===== src/rtl/tone_envelope_pwm_if.sv =====
// Note/tone control inputs and speaker/amplifier outputs of tone_envelope_pwm.
// Master drives the note-generator side; slave is the envelope/PWM block.
interface tone_envelope_pwm_if;
    logic       tone_in;
    logic       note_on;
    logic       note_change;
    logic       pwm_out;
    logic       shutdown;
    logic       gain;
    logic [7:0] env_level;
    logic [2:0] env_state;

    modport master (
        output tone_in, note_on, note_change,
        input  pwm_out, shutdown, gain, env_level, env_state
    );

    modport slave (
        input  tone_in, note_on, note_change,
        output pwm_out, shutdown, gain, env_level, env_state
    );
endinterface


===== src/rtl/tone_envelope_pwm.sv =====
// ADSR envelope on a square-wave tone, rendered as PWM speaker drive with amplifier idle shutdown.
// Latency: state/level update on the edge after an event; pwm_out lags tone_in by 1 cycle.
// Backpressure: none; inputs are sampled every cycle and outputs are always valid.
module tone_envelope_pwm #(
    parameter int unsigned PRESCALE      = 25000,
    parameter int unsigned ATTACK_STEP   = 8,
    parameter int unsigned DECAY_STEP    = 2,
    parameter int unsigned SUSTAIN_LEVEL = 160,
    parameter int unsigned RELEASE_STEP  = 4,
    parameter int unsigned IDLE_TIMEOUT  = 500
) (
    input  logic                clk,
    input  logic                resetn,
    tone_envelope_pwm_if.slave  bus
);

    localparam int PW = $clog2(PRESCALE);
    localparam int IW = $clog2(IDLE_TIMEOUT + 1);

    typedef enum logic [2:0] {
        S_IDLE    = 3'd0,
        S_ATTACK  = 3'd1,
        S_DECAY   = 3'd2,
        S_SUSTAIN = 3'd3,
        S_RELEASE = 3'd4
    } state_t;

    state_t          state;
    logic [7:0]      level;
    logic [PW-1:0]   pre_cnt;
    logic [IW-1:0]   idle_cnt;
    logic [7:0]      pwm_cnt;
    logic            pwm_q;
    logic            note_prev;

    logic            tick;
    logic            rise;
    logic            fall;
    logic            retrig;
    logic [8:0]      att_sum;
    logic [8:0]      decay_floor;

    assign tick        = (pre_cnt == PW'(PRESCALE - 1));
    assign rise        = bus.note_on & ~note_prev;
    assign fall        = ~bus.note_on & note_prev;
    assign retrig      = rise | (bus.note_change & bus.note_on);
    assign att_sum     = {1'b0, level} + 9'(ATTACK_STEP);
    // Any level at or below this lands exactly on the sustain floor after one decay step.
    assign decay_floor = 9'(SUSTAIN_LEVEL) + 9'(DECAY_STEP);

    always_ff @(posedge clk or negedge resetn) begin
        if (!resetn) begin
            pre_cnt   <= '0;
            note_prev <= 1'b0;
        end else begin
            pre_cnt   <= tick ? '0 : pre_cnt + PW'(1);
            note_prev <= bus.note_on;
        end
    end

    always_ff @(posedge clk or negedge resetn) begin
        if (!resetn) begin
            state    <= S_IDLE;
            level    <= 8'd0;
            idle_cnt <= '0;
        end else begin
            case (state)
                S_IDLE: begin
                    if (rise) begin
                        state    <= S_ATTACK;
                        idle_cnt <= '0;
                    end else if (tick && idle_cnt != IW'(IDLE_TIMEOUT)) begin
                        idle_cnt <= idle_cnt + IW'(1);
                    end
                end
                S_ATTACK: begin
                    if (fall) begin
                        state <= S_RELEASE;
                    end else if (tick) begin
                        if (att_sum >= 9'd255) begin
                            level <= 8'd255;
                            state <= S_DECAY;
                        end else begin
                            level <= att_sum[7:0];
                        end
                    end
                end
                S_DECAY: begin
                    if (fall) begin
                        state <= S_RELEASE;
                    end else if (retrig) begin
                        state <= S_ATTACK;
                    end else if (tick) begin
                        if ({1'b0, level} <= decay_floor) begin
                            level <= 8'(SUSTAIN_LEVEL);
                            state <= S_SUSTAIN;
                        end else begin
                            level <= level - 8'(DECAY_STEP);
                        end
                    end
                end
                S_SUSTAIN: begin
                    if (fall) begin
                        state <= S_RELEASE;
                    end else if (retrig) begin
                        state <= S_ATTACK;
                    end
                end
                S_RELEASE: begin
                    // Retrigger resumes attack from the current level, no drop to zero.
                    if (retrig) begin
                        state <= S_ATTACK;
                    end else if (tick) begin
                        if ({1'b0, level} <= 9'(RELEASE_STEP)) begin
                            level <= 8'd0;
                            state <= S_IDLE;
                        end else begin
                            level <= level - 8'(RELEASE_STEP);
                        end
                    end
                end
                default: begin
                    state <= S_IDLE;
                    level <= 8'd0;
                end
            endcase
        end
    end

    always_ff @(posedge clk or negedge resetn) begin
        if (!resetn) begin
            pwm_cnt <= 8'd0;
            pwm_q   <= 1'b0;
        end else begin
            pwm_cnt <= pwm_cnt + 8'd1;
            pwm_q   <= bus.tone_in & (pwm_cnt < level);
        end
    end

    assign bus.pwm_out   = pwm_q;
    assign bus.shutdown  = (idle_cnt != IW'(IDLE_TIMEOUT));
    assign bus.gain      = 1'b0;
    assign bus.env_level = level;
    assign bus.env_state = state;

endmodule


===== src/flat_wrapper.sv =====
// flat-port wrapper written by rule: the top's interface ports become plain ports
module tone_envelope_pwm_flat 
#(
    parameter int unsigned PRESCALE      = 25000,
    parameter int unsigned ATTACK_STEP   = 8,
    parameter int unsigned DECAY_STEP    = 2,
    parameter int unsigned SUSTAIN_LEVEL = 160,
    parameter int unsigned RELEASE_STEP  = 4,
    parameter int unsigned IDLE_TIMEOUT  = 500
)
  (clk, resetn, bus_tone_in, bus_note_on, bus_note_change, bus_pwm_out, bus_shutdown, bus_gain, bus_env_level, bus_env_state);
  tone_envelope_pwm_if bus_i ();
  input  logic clk;
  input  logic resetn;
  input wire logic [$bits(bus_i.tone_in)-1:0] bus_tone_in;
  input wire logic [$bits(bus_i.note_on)-1:0] bus_note_on;
  input wire logic [$bits(bus_i.note_change)-1:0] bus_note_change;
  output wire logic [$bits(bus_i.pwm_out)-1:0] bus_pwm_out;
  output wire logic [$bits(bus_i.shutdown)-1:0] bus_shutdown;
  output wire logic [$bits(bus_i.gain)-1:0] bus_gain;
  output wire logic [$bits(bus_i.env_level)-1:0] bus_env_level;
  output wire logic [$bits(bus_i.env_state)-1:0] bus_env_state;
  assign bus_i.tone_in = bus_tone_in;
  assign bus_i.note_on = bus_note_on;
  assign bus_i.note_change = bus_note_change;
  assign bus_pwm_out = bus_i.pwm_out;
  assign bus_shutdown = bus_i.shutdown;
  assign bus_gain = bus_i.gain;
  assign bus_env_level = bus_i.env_level;
  assign bus_env_state = bus_i.env_state;
  tone_envelope_pwm #(.PRESCALE(PRESCALE), .ATTACK_STEP(ATTACK_STEP), .DECAY_STEP(DECAY_STEP), .SUSTAIN_LEVEL(SUSTAIN_LEVEL), .RELEASE_STEP(RELEASE_STEP), .IDLE_TIMEOUT(IDLE_TIMEOUT)) u_core (.clk(clk), .resetn(resetn), .bus(bus_i));
endmodule

===== config.mk =====
export PLATFORM = sky130hd
export DESIGN_NAME = tone_envelope_pwm_flat
export DESIGN_NICKNAME = d
export VERILOG_FILES = /design/src/rtl/tone_envelope_pwm_if.sv /design/src/rtl/tone_envelope_pwm.sv /design/src/flat_wrapper.sv
export SDC_FILE = /design/constraint.sdc
export NUM_CORES = 1
export LEC_CHECK = 0
export ABC_AREA = 1
export CAP_MARGIN = 25
export CORE_ASPECT_RATIO = 0.6
export CORE_MARGIN = 2
export CORE_UTILIZATION = 55
export CTS_CLUSTER_DIAMETER = 80
export DETAILED_ROUTE_END_ITERATION = 6
export DONT_BUFFER_PORTS = 1
export GPL_TIMING_DRIVEN = 0
export PLACE_DENSITY = 0.7
export SLEW_MARGIN = 15
export SYNTH_ARGS = -nofsm -noshare
export SYNTH_HDL_FRONTEND = slang
export SYNTH_SLANG_ARGS = --single-unit

===== constraint.sdc =====
create_clock -name clk -period 3.1 [get_ports clk]
set_input_delay 0.465 -clock clk [delete_from_list [all_inputs] [get_ports clk]]
set_output_delay 0.465 -clock clk [all_outputs]
set_load 0.005 [all_outputs]

==> metrics.md, run 1 <==
| Metric | Value |
|---|---|
| Setup bufs post-CTS | 0 |
| Seq/Total Area, Yosys | 0.352 |
| Largest net degree at the start of global routing | 46 |
| Cell mode on critical path | nand2_1 |
| Req. time, crit path | 3300 ps |
| Final WL | 7.23 mm |
| Area Overhead vs Synth | 7.97% |
| Synthesized flop and latch total | 45 |
| Worst reg2reg setup slack | 910 ps |
| Remaining DRCs | 0 |
| Hold Vio Cnt, Final | 0 |
| TritonCTS clock tree | done |
| Vias/cell | 5.38 |
| Post-synth ARST share | 1.00 |
| Crit path arrival time | 2390 ps |
| Synthesized Nets | 473 |
| Unrepaired setup endpoints after global routing | false |
| Outcome | finished, final reports clean |
| Number of global-route vias before repair | 2596 |
| LEAKAGE | 1.73 nW |
| Post-synth top area share | 0.352 |
| ANT cells | 0 |
| Synth Area in XOR/XNOR | 0.0492 |
| Initial core utilization | 0.572 |
| HP Class | in2reg |
| Antenna violations before repair | 0 |
| Startpoint types | flop |
| Area fraction in and, or, nand and nor cells after synthesis | 0.347 |
| Max Clk Rate | 457 MHz |
| # IOs | 19 |
| CP Max Fanout | 8 |
| Final max-slew violation count | 0 |
| Crit path kind | reg2reg |
| Cts repair resizes | 0 |
| Launch point of the worst reg-to-reg path | u_core.bus.env_level[3] |
| Clock Skew | 7.13 ps |
| Overflow after GRT | 0 |
| Largest family of logic cells by synthesized area | simple AND/OR/NAND/NOR gates |
| Count of warnings emitted by yosys | 0 |
| Via Count | 2887 |
| Hold Path Origin | bus_note_on |
| Area contributors post-synth | dfrtp_1, nand2_1, ha_1 |
| Global-route wire length before repair | 12.4 mm |
| Avg WL per Cell | 13.5 um |
| GPL Wtd Cong | 0.948 |
| H-tree depth | 2 |
| R2r endpoint | u_core.bus.env_state[2] |
| Dpl hpwl | 5.48 mm |
| Post-synth top area cell | dfrtp_1 |
| Hold EP | u_core.note_prev |
| Adder-cell share of the synthesized area | 0.0820 |
| Maximum clock path buffer count | 2 |
| Total die area | 6470 um^2 |
| Syn avg cell area | 7.17 um^2 |
| Tmin final | 2190 ps |
| Hold_ws | 180 ps |
| Die Span Y | 63.1 um |
| CTS Hold Buffers Added | 2 |
| Mux cell area share after synthesis | 0 |
| FILL cells | 520 |
| Post-synth EDFFs | 0 |
| CP cell instances | inv_1 > ha_1 > nand3_1 > nand2_1 > inv_1 > nor2_1 > nand3_1 > nand3_1 > nand2_1 > nand2_1 > nand2_1 > nand2_1 > nand2_1 |
| Synth unique cells | 35 |
| # rows | 21 |
| Root Driver | clkbuf_8 |
| Max-cap violation count | 0 |
| Fraction of layout cells with a size suffix above 1 | 0.0875 |
| Worst Hold Depth | 0 |
| Worst setup path startpoint | u_core.bus.env_level[3] |
| Critical Path End Type | flop |
| Pwr/cell area | 684 nW/um^2 |
| Post-layout nets | 482 |
| CTS Buf Count | 5 |
| Initial drt markers | 178 |
| Tcrit/Tclk final | 0.706 |
| Final ANT Viol Nets | 0 |
| Complex-gate fraction of the synthesized area | 0.0789 |
| Final setup viols | 0 |
| IO buf count | 0 |
| CP max-delay cell | dfrtp_1 |
| Placement Setup Slack | 969 ps |
| Slowest cell delay on critical path | 540 ps |
| DRT Pass-1 Iters | 5 |
| Clock Latency Late Sink | 310 ps |
| Core Box Area | 5600 um^2 |
| Clock sinks | 45 |
| Worst r2r path cells | 13 |
| Cells after synthesis | 447 |
| Final TNS setup | 0 ps |
| Final WS setup | 912 ps |
| Ys flop type | dfrtp_1 |
| Clk slew on worst S/H paths | 100 ps |
| Max VDD drop | 0.335 mV |
| Die X | 103 um |
| Synthesized area | 3200 um^2 |
| GRT Total Usage | 0.246 |
## area by class of cell
cell class              count  area [um^2]  area share
flip-flops and latches     45         1130       0.326
clock buffers               5         68.8      0.0199
plain buffers               6         41.3      0.0119
clock inverters             3         48.8      0.0141
inverters                  66          248      0.0716
repair buffers              2         37.5      0.0109
well taps                  80          100      0.0289
multi-input cells         330         1790       0.517
## registers in the layout, indices dropped and copies added, names as in the netlist
name,flops
u_core.pwm_cnt,8
u_core.idle_cnt,9
u_core.bus.env_state,3
u_core.bus.pwm_out,1
u_core.pre_cnt,15
u_core.bus.env_level,8
u_core.note_prev,1
## logic make-up (layout without fill, tap and decap cells)
kind of cell             Yosys count  in the layout
buffers and inverters             72             82
other                              1              1
adder cells (fa/ha/maj)           21             21
AO/OA/AOI/OAI                     47             47
flip-flops                        45             45
AND/OR/NAND/NOR                  243            243
XOR/XNOR                          18             18
## worst max-delay path, delay by kind of cell, from the launching register on
kind                     cells  cell delay, ps
adder cells (fa/ha/maj)      1             360
buffers and inverters        2             270
flip-flops                   1             540
AND/OR/NAND/NOR             10             910
## power by group
group	internal, mW	switching (mW)	leakage [nW]	total (mW)
clock	0.246	0.230	0.0563	0.476
sequential	0.656	0.0959	0.587	0.752
combinational	0.379	0.758	1.09	1.14
## metal layers
layer	wire length, um	GRT usage	vias to the layer above
li1	-	-	1452
met5	0	0	-
met3	634	0.0633	7
met4	55	0.0550	0
met2	2730	0.315	110
met1	3810	0.405	1318
## cells in the mapped netlist, types with 2 or more instances
cell type  count
a21oi_1       14
buf_2          3
buf_4          2
clkinv_1       3
dfrtp_1       45
ha_1          21
inv_1         51
inv_2         12
nand2_1      113
nand3_1       45
nand3b_1       4
nand4_1       10
nor2_1        48
nor2_4         2
nor3_1         6
nor3_2         3
nor3_4         2
nor3b_1        2
nor4_1         3
o21ai_0       16
o21ai_1       12
xnor2_1        4
xor2_1        14
## placed cells by master (no fill, tap or decap), types with 4 or more instances in the layout
cell type	count
nor3_1	6
nand3_1	45
inv_1	51
nor2_1	48
xor2_1	14
inv_2	12
o21ai_1	12
a21oi_1	14
clkbuf_8	5
dfrtp_1	45
ha_1	21
nand2_1	113
o21ai_0	16
nand3b_1	4
nand4_1	10
xnor2_1	4
## worst max-delay path by stage
stage | endpoint | slack (ps) | depth (start not counted)
2_1_floorplan | u_core.bus.env_state[0] | 1360 | 13
3_3_place_gp | u_core.bus.env_state[0] | 940 | 13
3_5_place_dp | u_core.bus.env_state[2] | 970 | 13
4_1_cts | u_core.bus.env_state[2] | 930 | 13
5_1_grt | u_core.bus.env_level[0] | 760 | 12
6_report | u_core.bus.env_state[2] | 910 | 13
## through the flow
stage	utilization	instance area (um^2)	power, mW	std cells
floorplan	-	3200	1.61	447
global placement	0.590	3300	1.83	527
detailed placement	0.590	3300	1.86	527
CTS	0.618	3460	2.36	537
global route	0.618	3460	2.58	537
finish	0.618	3460	2.36	537
No activity file was read; power rests on OpenSTA's default activity.
==> run 2, diff against run 1 <==
--- a/config.mk
+++ b/config.mk
@@ -14,7 +14,7 @@
 export DETAILED_ROUTE_END_ITERATION = 6
 export DONT_BUFFER_PORTS = 1
 export GPL_TIMING_DRIVEN = 0
-export PLACE_DENSITY = 0.7
+export PLACE_DENSITY = 0.73
 export SLEW_MARGIN = 15
 export SYNTH_ARGS = -nofsm -noshare
 export SYNTH_HDL_FRONTEND = slang
==> constraint.sdc (replaced) <==
create_clock -name clk -period 1.86 [get_ports clk]
set_input_delay 0.279 -clock clk [delete_from_list [all_inputs] [get_ports clk]]
set_output_delay 0.279 -clock clk [all_outputs]
set_load 0.005 [all_outputs]
==> run 2 against run 1 <==
  * Fmax grew 16%
  * The flow now finishes with violations (negative setup slack)
  * Worst setup slack lost 930 ps
  * Critical path type unchanged
  * Critical endpoint is now u_core.bus.env_level[0]
  * Flip-flop and latch count is the same
  * Non-clock buffer count grew 11
  * Register-to-register slack lost 930 ps
==> metrics.md, run 2 (synthesis gave the netlist of run 1 again) <==
| Metric | Value |
|---|---|
| Max-cap violation count | 0 (unchanged) |
| Post-layout nets | 493 (+2.3%) |
| Vias/cell | 5.38 (+0.11%) |
| Die Span Y | 63.1 um (unchanged) |
| Area Overhead vs Synth | 13.8% |
| Initial core utilization | 0.572 (unchanged) |
| DRT Pass-1 Iters | 5 (unchanged) |
| Top Registers | u_core.pre_cnt (15), u_core.idle_cnt (9) |
| Final non-filler cell total | 547 (+1.9%) |
| Pwr/cell area | 1120 nW/um^2 (+64%) |
| Largest net degree at the start of global routing | 46 (unchanged) |
| FILL cells | 476 (-8.5%) |
| Placement Setup Slack | -259 ps (-1230 ps) |
| Final core utilization | 0.651 (+0.0333) |
| Commonest non-fill, non-tap cell in the layout | nand2_1 |
| Clk slew on worst S/H paths | 90 ps (about the same) |
| Post-layout total power | 4.08 mW (+72%) |
| # rows | 21 (unchanged) |
| Placed cells | 527 (unchanged) |
| Crit path kind | reg2reg |
| Tcrit/Tclk final | 1.01 (+0.306) |
| Remaining DRCs | 0 (unchanged) |
| Req. time, crit path | 2050 ps (-1250 ps) |
| Fraction of layout cells with a size suffix above 1 | 0.173 (+0.0859) |
| TritonCTS clock tree | done |
| HP Class | in2reg |
| Hold Vio Cnt, Final | 0 (unchanged) |
| CP Max Fanout | 8 (unchanged) |
| Avg WL per Cell | 13.8 um (+2.5%) |
| Outcome | finished, violations left |
| Final WS setup | -21.4 ps (-933 ps) |
| Critical Path End Type | flop |
| Maximum clock path buffer count | 2 (unchanged) |
| Max VDD drop | 0.557 mV (+66%) |
| Root Driver | clkbuf_8 |
| LEAKAGE | 1.79 nW (+3.5%) |
| Max Clk Rate | 532 MHz (+16%) |
| Clock Skew | 6.07 ps (-1.06 ps) |
| CTS Buf Count | 5 (unchanged) |
| Final TNS setup | -30.7 ps (-30.7 ps) |
| Final max-slew violation count | 0 (unchanged) |
| Crit path arrival time | 2070 ps (-320 ps) |
| Unrepaired setup endpoints after global routing | true |
| Top reg by flops | u_core.pre_cnt |
| Finished Cell Area | 3640 um^2 (+5.4%) |
| Max reg flops | 15 (unchanged) |
| # IOs | 19 (unchanged) |
| ANT cells | 0 (unchanged) |
| GPL Wtd Cong | 0.958 (+1.0%) |
| Startpoint types | flop |
| Antenna violations before repair | 0 (unchanged) |
| Total die area | 6470 um^2 (unchanged) |
| Global-route wire length before repair | 12.6 mm (+1.3%) |
| GRT Total Usage | 0.246 (about the same) |
| Final setup viols | 3 (+3) |
| Via Count | 2944 (+2.0%) |
| IO buf count | 0 (unchanged) |
| Failing checks | negative setup slack |
| Clock Latency Late Sink | 300 ps (about the same) |
| Die X | 103 um (unchanged) |
| Core Box Area | 5600 um^2 (unchanged) |
| Overflow after GRT | 0 (unchanged) |
| Placed cell area | 3300 um^2 (unchanged) |
| H-tree depth | 2 (unchanged) |
| Final WL | 7.55 mm (+4.4%) |
| Hold_ws | 128 ps (-52.3 ps) |
| Final ANT Viol Nets | 0 (unchanged) |
| Commonest non-fill, non-tap cells in the layout | nand2_1, inv_1, nor2_1, dfrtp_1, nand3_1 |
| Clock sinks | 45 (unchanged) |
| Initial drt markers | 256 (+44%) |
| Tmin final | 1880 ps (-307 ps) |
| Dpl hpwl | 5.39 mm (-1.5%) |
| Number of global-route vias before repair | 2614 (+0.69%) |
-- run 2: cell types whose count changed in the layout (fill, tap and decap cells not counted), moves of 3 or more --
cell     delta
nor2_2      +4
nand2_2    +10
inv_1       -4
nand3_1     -5
nor2_1      -6
dfrtp_1     -3
nand3_2     +3
nand2_1    -11
buf_4      +10
dfrtp_2     +3
-- run 2: layout make-up --
cell class	count	area, um^2	area share
Multi-Input combinational cell	330	1900	0.522
Sequential cell	45	1130	0.310
Timing Repair Buffer	13	123	0.0336
Inverter	66	258	0.0707
Buffer	6	47.5	0.0130
Tap cell	80	100	0.0275
Clock buffer	5	68.8	0.0189
Clock inverter	2	13.8	0.00378
-- run 2: repair_timing --
action | 4_1_cts | 5_1_grt
hold buffers | 3 | 0
gates resized for setup | 14 | 31
endpoints found under the hold margin | 46 | 0
pin swaps | 3 | 13
buffers inserted | 1 | 9
setup endpoints to repair | 10 | 22
gates cloned | 0 | 0
-- run 2: final timing paths --
kind,from,to,slack [ps],cells after the start
setup / recovery,u_core.bus.env_level[3],u_core.bus.env_level[0],-20,13
hold / removal,bus_tone_in,u_core.bus.pwm_out,130,1
setup reg to reg,u_core.bus.env_level[3],u_core.bus.env_level[0],-20,13
hold reg to reg,u_core.pre_cnt[0],u_core.pre_cnt[0],470,1
max in group asynchronous,resetn,u_core.bus.env_level[3],1160,2
min in group asynchronous,resetn,u_core.idle_cnt[6],470,2
-- run 2: metal layers --
layer / track usage / share of wire
met2: 0.334 / 0.41
met3: 0.0555 / 0.075
met4: 0.0517 / 0.0079
met1: 0.394 / 0.51
met5: 0 / 0
-- run 2: critical path, stage by stage (launching register included) --
cell,delay [ps]
dfrtp_2,500
clkinv_4,130
ha_4,300
nand3_2,70
nand2_1,100
inv_2,50
nor2_4,100
nand3_4,90
nand3_4,110
nand2_2,80
clkinv_1,70
nand2_1,60
nand2_1,60
nand2_1,60
-- run 2: power breakdown --
group	internal, mW	leakage (nW)	switching, mW
sequential	1.10	0.583	0.178
clock	0.260	0.0444	0.353
combinational	0.805	1.16	1.38
==> run 3, diff against run 2 <==
--- a/config.mk
+++ b/config.mk
@@ -6,7 +6,7 @@
 export NUM_CORES = 1
 export LEC_CHECK = 0
 export ABC_AREA = 1
-export CAP_MARGIN = 25
+export CAP_MARGIN = 30
 export CORE_ASPECT_RATIO = 0.6
 export CORE_MARGIN = 2
 export CORE_UTILIZATION = 55
@@ -15,6 +15,7 @@
 export DONT_BUFFER_PORTS = 1
 export GPL_TIMING_DRIVEN = 0
 export PLACE_DENSITY = 0.73
+export SKIP_LAST_GASP = 1
 export SLEW_MARGIN = 15
 export SYNTH_ARGS = -nofsm -noshare
 export SYNTH_HDL_FRONTEND = slang
==> run 3 against run 2 <==
  * Highest routed layer unchanged
  * The flow still finishes with violations (negative setup slack)
  * Sequential share of layout area hardly changed
  * Combinational power hardly changed
  * Count of clock-buffer cells in the layout stayed put
==> metrics.md, run 3 (synthesis gave the netlist of run 1 again) <==
| Metric | Value |
|---|---|
| M3 GR Usage | 0.0555 (unchanged) |
| Crit path arrival time | 2080 ps (about the same) |
| Global-route wire length before repair | 12.6 mm (unchanged) |
| Outcome | finished, violations left |
| Max Clk Rate | 529 MHz (-0.40%) |
| Req. time, crit path | 2050 ps (about the same) |
| Max VDD drop | 0.557 mV (about the same) |
| H-tree depth | 2 (unchanged) |
| Via Count | 3009 (+2.2%) |
| TritonCTS clock tree | done |
| Unrepaired setup endpoints after global routing | true |
| Startpoint types | flop |
| Clock Skew | 5.71 ps (-0.366 ps) |
| Finished Cell Area | 3640 um^2 (about the same) |
| Die Span Y | 63.1 um (unchanged) |
| CP Max Fanout | 8 (unchanged) |
| Final max-slew violation count | 0 (unchanged) |
| Placement Setup Slack | -259 ps (unchanged) |
| Clk slew on worst S/H paths | 90 ps (about the same) |
| Tmin final | 1890 ps (+7.63 ps) |
| Crit path kind | reg2reg |
| # IOs | 19 (unchanged) |
| Core Box Area | 5600 um^2 (unchanged) |
| Failing checks | negative setup slack |
| Top reg by flops | u_core.pre_cnt |
| GPL Wtd Cong | 0.958 (unchanged) |
| LEAKAGE | 1.79 nW (unchanged) |
| M1 GR Usage | 0.394 (unchanged) |
| Final WS setup | -29.0 ps (-7.63 ps) |
| Final ANT Viol Nets | 0 (unchanged) |
| Final WL | 7.57 mm (+0.29%) |
| Tcrit/Tclk final | 1.02 (+0.00410) |
| Commonest non-fill, non-tap cells in the layout | nand2_1, inv_1, nor2_1, dfrtp_1, nand3_1 |
| Hold Vio Cnt, Final | 0 (unchanged) |
| Top Registers | u_core.pre_cnt (15), u_core.idle_cnt (9) |
| Placed cells | 527 (unchanged) |
| Area Overhead vs Synth | 13.7% (about the same) |
| Most Crowded Layer GR | met1 |
| Avg WL per Cell | 13.8 um (+0.29%) |
| Initial drt markers | 224 (-13%) |
| Number of global-route vias before repair | 2614 (unchanged) |
| Final TNS setup | -99.6 ps (-68.8 ps) |
| Pwr/cell area | 1120 nW/um^2 (+0.19%) |
| Total die area | 6470 um^2 (unchanged) |
| Root Driver | clkbuf_8 |
| ANT cells | 0 (unchanged) |
| Initial core utilization | 0.572 (unchanged) |
| Final setup viols | 4 (+1) |
| Placed cell area | 3300 um^2 (unchanged) |
| CTS Buf Count | 5 (unchanged) |
| Maximum clock path buffer count | 2 (unchanged) |
| Vias/cell | 5.50 (+2.2%) |
| IO buf count | 0 (unchanged) |
| HP Class | in2reg |
| Clock sinks | 45 (unchanged) |
| Final non-filler cell total | 547 (unchanged) |
| Antenna violations before repair | 0 (unchanged) |
| Commonest non-fill, non-tap cell in the layout | nand2_1 |
| Clock Latency Late Sink | 300 ps (about the same) |
| Post-layout nets | 493 (unchanged) |
| Dpl hpwl | 5.39 mm (unchanged) |
| Die X | 103 um (unchanged) |
| GRT Total Usage | 0.246 (unchanged) |
| # rows | 21 (unchanged) |
| Largest net degree at the start of global routing | 46 (unchanged) |
| Remaining DRCs | 0 (unchanged) |
| DRT Pass-1 Iters | 5 (unchanged) |
| Max reg flops | 15 (unchanged) |
| Max-cap violation count | 0 (unchanged) |
| Final core utilization | 0.651 (about the same) |
| Critical Path End Type | flop |
| Overflow after GRT | 0 (unchanged) |
| M2 GR Usage | 0.334 (unchanged) |
| Fraction of layout cells with a size suffix above 1 | 0.171 (-0.00214) |
| Post-layout total power | 4.08 mW (+0.12%) |
| Hold_ws | 127 ps (-0.632 ps) |
## run 3: cell counts in the layout (fill, tap and decap cells not counted)
No cell type changed its count.
## run 3: path summary, 6_finish.rpt
path,endpoint,start,cells past startpoint,slack [ps]
max,u_core.bus.env_level[0],u_core.bus.env_level[3],13,-30
min,u_core.bus.pwm_out,bus_tone_in,1,130
max reg2reg,u_core.bus.env_level[0],u_core.bus.env_level[3],13,-30
min reg2reg,u_core.pre_cnt[0],u_core.pre_cnt[0],1,470
max in group asynchronous,u_core.bus.env_level[3],resetn,2,1170
min in group asynchronous,u_core.idle_cnt[6],resetn,2,470
## run 3: layout make-up
type	count	area [um^2]
Timing Repair Buffer	13	123
Tap cell	80	100
Clock inverter	2	13.8
Inverter	66	258
Buffer	6	47.5
Multi-Input combinational cell	330	1900
Fill cell	476	1950
Sequential cell	45	1130
Clock buffer	5	68.8
## run 3: routing by layer
layer  vias to the layer above  routed length [um]
li1                       1483                   -
met1                      1378                3850
met2                       135                3080
met3                        13                 549
met4                         0                  91
met5                         -                   0
## run 3: repair_timing
action | CTS | global route
cloned | 0 | 0
setup buffers | 1 | 9
setup endpoints to repair | 10 | 22
resized for setup | 14 | 30
hold buffers | 3 | 0
pin swaps | 3 | 13
hold endpoints to repair | 46 | 0
## run 3: critical path: stages (launching register included)
cell      delay, ps
dfrtp_2         500
clkinv_4        130
ha_4            300
nand3_2          70
nand2_1          90
inv_2            50
nor2_4          100
nand3_4          90
nand3_4         110
nand2_2          80
clkinv_1         70
nand2_1          60
nand2_1          60
nand2_1          60
## run 3: power breakdown
group	switching, mW	leakage, nW	internal, mW
Combinational	1.39	1.16	0.803
Sequential	0.178	0.583	1.10
Clock	0.354	0.0444	0.260
Total	1.92	1.79	2.16
